File: src/rtl/arb_types.sv
// ----------------------------------------------------------------------------
// arb_types : shared state encoding for the memory-port arbiter
// Rev 1.0
// ----------------------------------------------------------------------------
`default_nettype none

package arb_types;

  typedef enum logic [1:0] {
    ARB_IDLE = 2'd0,
    ARB_I    = 2'd1,
    ARB_D    = 2'd2
  } arb_state_t;

endpackage

`default_nettype wire

File: src/rtl/rr_pick2.sv
// ----------------------------------------------------------------------------
// rr_pick2 : combinational two-way round-robin picker
// Rev 1.0
// ----------------------------------------------------------------------------
`default_nettype none

module rr_pick2 (
  input  logic req_i,
  input  logic req_d,
  input  logic last_d,
  output logic gnt_i,
  output logic gnt_d
);

  // On a tie, the side that did not win last time gets the grant.
  assign gnt_i = req_i & (~req_d | last_d);
  assign gnt_d = req_d & (~req_i | ~last_d);

endmodule

`default_nettype wire

File: src/rtl/mem_arbiter.sv
// ----------------------------------------------------------------------------
// mem_arbiter : shares one memory port between I-cache and D-cache line misses
// Rev 1.0
// ----------------------------------------------------------------------------
`default_nettype none

module mem_arbiter
  import arb_types::*;
#(
  parameter int LINE_W = 256,
  parameter int ADDR_W = 32
) (
  input  logic              clk,
  input  logic              rst,

  input  logic              i_read,
  input  logic [ADDR_W-1:0] i_address,
  output logic [LINE_W-1:0] i_rdata,
  output logic              i_resp,

  input  logic              d_read,
  input  logic              d_write,
  input  logic [ADDR_W-1:0] d_address,
  input  logic [LINE_W-1:0] d_wdata,
  output logic [LINE_W-1:0] d_rdata,
  output logic              d_resp,

  output logic              p_read,
  output logic              p_write,
  output logic [ADDR_W-1:0] p_address,
  output logic [LINE_W-1:0] p_wdata,
  input  logic [LINE_W-1:0] p_rdata,
  input  logic              p_resp
);

  arb_state_t state, next_state;
  logic       last_d;
  logic       req_d;
  logic       gnt_i, gnt_d;

  assign req_d = d_read | d_write;

  rr_pick2 u_pick (
    .req_i  (i_read),
    .req_d  (req_d),
    .last_d (last_d),
    .gnt_i  (gnt_i),
    .gnt_d  (gnt_d)
  );

  assign p_wdata = d_wdata;
  assign i_rdata = p_rdata;
  assign d_rdata = p_rdata;

  always_ff @(posedge clk or posedge rst) begin
    if (rst) begin
      state  <= ARB_IDLE;
      last_d <= 1'b0;
    end else begin
      state <= next_state;
      if (state == ARB_IDLE && (gnt_i || gnt_d))
        last_d <= gnt_d;
    end
  end

  // Strobes depend only on state and requester inputs, never on p_resp.
  always_comb begin
    next_state = state;
    p_read     = 1'b0;
    p_write    = 1'b0;
    p_address  = '0;
    i_resp     = 1'b0;
    d_resp     = 1'b0;
    case (state)
      ARB_IDLE: begin
        if (gnt_d)
          next_state = ARB_D;
        else if (gnt_i)
          next_state = ARB_I;
      end
      ARB_I: begin
        p_read    = i_read;
        p_address = i_address;
        i_resp    = p_resp;
        if (p_resp)
          next_state = ARB_IDLE;
      end
      ARB_D: begin
        // Write wins if both strobes are (illegally) raised together.
        p_read    = d_read & ~d_write;
        p_write   = d_write;
        p_address = d_address;
        d_resp    = p_resp;
        if (p_resp)
          next_state = ARB_IDLE;
      end
      default: next_state = ARB_IDLE;
    endcase
  end

endmodule

`default_nettype wire

File: config.mk
export PLATFORM = sky130hd
export DESIGN_NAME = mem_arbiter
export DESIGN_NICKNAME = d
export VERILOG_FILES = /design/src/rtl/arb_types.sv /design/src/rtl/rr_pick2.sv /design/src/rtl/mem_arbiter.sv
export SDC_FILE = /design/constraint.sdc
export NUM_CORES = 1
export LEC_CHECK = 0
export ABC_AREA = 0
export CORE_AREA = 2 2 539 541
export DETAILED_ROUTE_END_ITERATION = 10
export DIE_AREA = 0 0 541 543
export HOLD_SLACK_MARGIN = 0.03
export PLACE_DENSITY = 0.3
export SYNTH_ARGS = -nofsm -noshare
export SYNTH_HDL_FRONTEND = slang
export SYNTH_SLANG_ARGS = --single-unit
File: constraint.sdc
create_clock -name clk -period 1.6 [get_ports clk]
set_input_delay 0.48 -clock clk [delete_from_list [all_inputs] [get_ports clk]]
set_output_delay 0.48 -clock clk [all_outputs]
set_load 0.01 [all_outputs]
==> results.md <==
- The via total after detailed routing is 3,091.
- The top cell types in the final layout, fill and taps aside, are 68 x sky130_fd_sc_hd__clkdlybuf4s50_1, 38 x sky130_fd_sc_hd__buf_12, 32 x sky130_fd_sc_hd__a22oi_2.
- The number of antenna violations at the first check in global routing is 34.
- The mapped netlist covers 6540 um2.
- The sequential fraction of design power is 2.6%.
- The number of warnings reported in the yosys synthesis log is 0.
- In the synthesized netlist, the number of instances is 872.
- For the worst setup path, the data required time is 1.12 ns.
- The post-route netlist has 60.3% of its cells at a drive strength greater than 1.
- The synthesized net count is 1,457.
- The mean instance size in the synthesized netlist is 7.50 um2.
- The arrival time at the worst endpoint is 1.60 ns.
- The clock power share is 7.5%.
- The clock slew seen by the registers of the worst setup and hold paths is 0.03 ns.
- The antenna cell count is 0.
- Entering global routing, the biggest net connects 18 pins.
- The power per unit of standard cell area is 703 nW/um2.
- The worst slew slack as a fraction of its limit is 83.7%.
- Hold is met by 0.471 ns.
- The global-route wire length before repair is 165,000 um.
- Detailed placement ended at an HPWL of 152,000 um.
- The CTS buffer count is 3.
- The final critical path takes up 130% of the cycle.
- The average via count per standard cell is 0.773.
- The number of clock sinks is 3.
- The number of library cell types mapped by synthesis is 19.
- The setup slack at placement is -0.832 ns.
- At the end of routability-driven placement, the weighted congestion stood at 0.665.
- The most common cell after layout, fill and taps aside is sky130_fd_sc_hd__clkdlybuf4s50_1.
- The largest clock skew in the final design is 0.00141 ns.
- The number of failing hold endpoints at the final stage is 0.
- Per report_power, the combinational group accounts for 89.9% of the total.
- The quantity of hold-fixing buffers added after cts is 0.
- The count of buffers from port buffering is 105.
- The tree is rooted in a sky130_fd_sc_hd__clkbuf_16.
- The number of nets with antenna violations after detailed routing is 0.
- Leaving out filler cells and counting taps, the final layout contains 4,000.
- The top-level I/O count is 1,386.
- Setup repair after global routing could not meet its margin everywhere.
- The floorplan step defined a die boundary enclosing 294,000 um2.
- The detailed router's first-iteration violation count is 119.
- The pre-antenna-repair detailed-routing pass consisted of 4 iterations.
- The die is 543 um tall.
- The number of flops mapped to enable cells by yosys is 0.
- For this configuration, the core starts out at a cell density of 2.28%.
- The number of setup violations in the final report is 36.
- After detailed routing, the average wire length per cell comes to 39.4 um.
- The slew of the pin with the lowest slew margin is 0.243 ns.
- The insertion delay to the later sink of the worst-skew pair is 0.22 ns.
- The run finished, with violations left.
- For this design the total switching power over the nets is 2.35 mW.
- In the final design database the tool counted 805 nets.
- Across the VDD grid, the largest voltage drop is 0.447 mV.
- The total overflow reported by the global router is 0.
- The number of rows in the core area is 197.
- The max-cap check violation count is 0.
- The number of levels in the clock H-tree is 1.
- The critical path class is flop to output port.
- The fmax is 0.480 GHz.
- The final number of max-transition violations is 0.
- The final reports fail on negative setup slack.
- After floorplanning, the core was sized to cover 287,000 um2.
- The final routed DRC violation total is 0.
- For this run, the leading register cell type out of synthesis is sky130_fd_sc_hd__dfrtp_1.
- The final critical delay including setup and external delays is 2.08 ns.
- In this run the worst path has a maximum fanout of 8.
- For this run, the register share of the synthesized area comes to 1.15%.
- The internal power is 2.90 mW.
- The final layout contains routed wiring with a total length of 157,000 um.
- Net switching is 44.8% of the power.
- STA classifies the critical path endpoint as an output port.
- TritonCTS built the clock tree.
- In this run the worst hold path is classified as input port to asynchronous set/reset pin.
- After layout, the worst setup slack is -0.484 ns.
- The synthesis-to-layout area growth is 14.3%.
- Across every metal layer, demand over resource in global routing totals 10.2%.
- The placed cell count is 3,987.
- The die width is 541 um.
- The number of global-route vias before repair is 3,128.
- The number of buffers between clock root and the deepest sink is 2.
- Synthesis inferred 3 register bits.
- In the synthesized netlist the async set-or-reset flop fraction comes to 100%.
- For this design the static power due to leakage is 1.02 nW.
- STA classifies the critical path startpoint as a flop.
- For the final routed database, the setup TNS stands at -15.67 ns.
worst max-delay path, cell delays in order, from the launching register on:
cell	delay, ns
sky130_fd_sc_hd__dfrtp_1	0.39
sky130_fd_sc_hd__inv_2	0.12
sky130_fd_sc_hd__ha_4	0.19
sky130_fd_sc_hd__buf_12	0.14
sky130_fd_sc_hd__buf_16	0.14
sky130_fd_sc_hd__a22oi_2	0.06
sky130_fd_sc_hd__nor2b_2	0.18
sky130_fd_sc_hd__buf_12	0.15
path summary, 6_finish.rpt:
path,from,endpoint,slack (ns),cells past startpoint
max in group asynchronous,rst,state[0]$_DFFE_PP0P_,1.00,2
max,state[0]$_DFFE_PP0P_,p_address[6],-0.48,7
min reg2reg,last_d$_DFFE_PP0P_,last_d$_DFFE_PP0P_,0.53,1
min,rst,state[1]$_DFFE_PP0P_,0.47,2
min in group clk,last_d$_DFFE_PP0P_,last_d$_DFFE_PP0P_,0.53,1
max reg2reg,state[0]$_DFFE_PP0P_,state[1]$_DFFE_PP0P_,0.12,6
flip-flops by register name, summed over array words and instances (netlist names):
register and flops:
last_d 1, state 2
cells by family after synthesis:
family | Yosys count | share of synthesized area (%)
AO/OA/AOI/OAI | 40 | 4.40
adder cells (fa/ha/maj) | 3 | 0.574
buffers and inverters | 783 | 89.8
flip-flops | 3 | 1.15
AND/OR/NAND/NOR | 43 | 4.04
synthesized netlist by cell type, types with 2 or more instances:
library cell	count	area, um2
sky130_fd_sc_hd__nor2b_1	32	200
sky130_fd_sc_hd__o21ai_0	3	15.0
sky130_fd_sc_hd__and2_1	4	25.0
sky130_fd_sc_hd__buf_6	4	45.0
sky130_fd_sc_hd__nor2_1	2	7.51
sky130_fd_sc_hd__dfrtp_1	3	75.1
sky130_fd_sc_hd__a22oi_1	32	240
sky130_fd_sc_hd__clkbuf_1	3	11.3
sky130_fd_sc_hd__ha_1	3	37.5
sky130_fd_sc_hd__a21oi_1	2	10.0
sky130_fd_sc_hd__buf_4	771	5790
sky130_fd_sc_hd__inv_1	4	15.0
sky130_fd_sc_hd__nand2_1	3	11.3
through the flow:
stage / area [um2] / power [mW] / utilization (%)
floorplan: 6610 / 3.42 / -
global placement: 6970 / 3.94 / 2.43
detailed placement: 6970 / 3.93 / 2.43
CTS: 7410 / 5.31 / 2.58
global route: 7470 / 5.59 / 2.60
finish: 7470 / 5.25 / 2.60
what timing repair did:
item                                   CTS  global route
setup endpoints to repair               38            36
endpoints found under the hold margin    0             0
gates cloned                             4             1
buffers inserted                         3             1
pin swaps                                2             2
resized for setup                       57             7
power groups by stage:
stage	Clock, mW	Combinational (mW)	Sequential, mW
after global routing	0.404	5.04	0.143
after global placement	0	3.80	0.132
after detailed placement	0	3.80	0.134
final	0.392	4.72	0.138
after CTS	0.397	4.78	0.135
after floorplan	0	3.29	0.129
layer usage:
metal	GRT usage [%]	part of all wire, %	up-vias
li1	-	-	609
met1	2.65	8.9	810
met2	15.4	42	1284
met3	20.8	44	382
met4	4.08	5.1	6
met5	0.937	0.23	-
cell type report:
| cell class | instances | area, um2 |
|---|---|---|
| multi-input cells | 86 | 902 |
| flip-flops and latches | 3 | 75.1 |
| inverters | 4 | 15.0 |
| clock buffers | 4 | 78.8 |
| repair buffers | 122 | 1670 |
| fillers | 34400 | 280000 |
| well taps | 3781 | 4730 |
No activity file was read; power rests on OpenSTA's default activity.
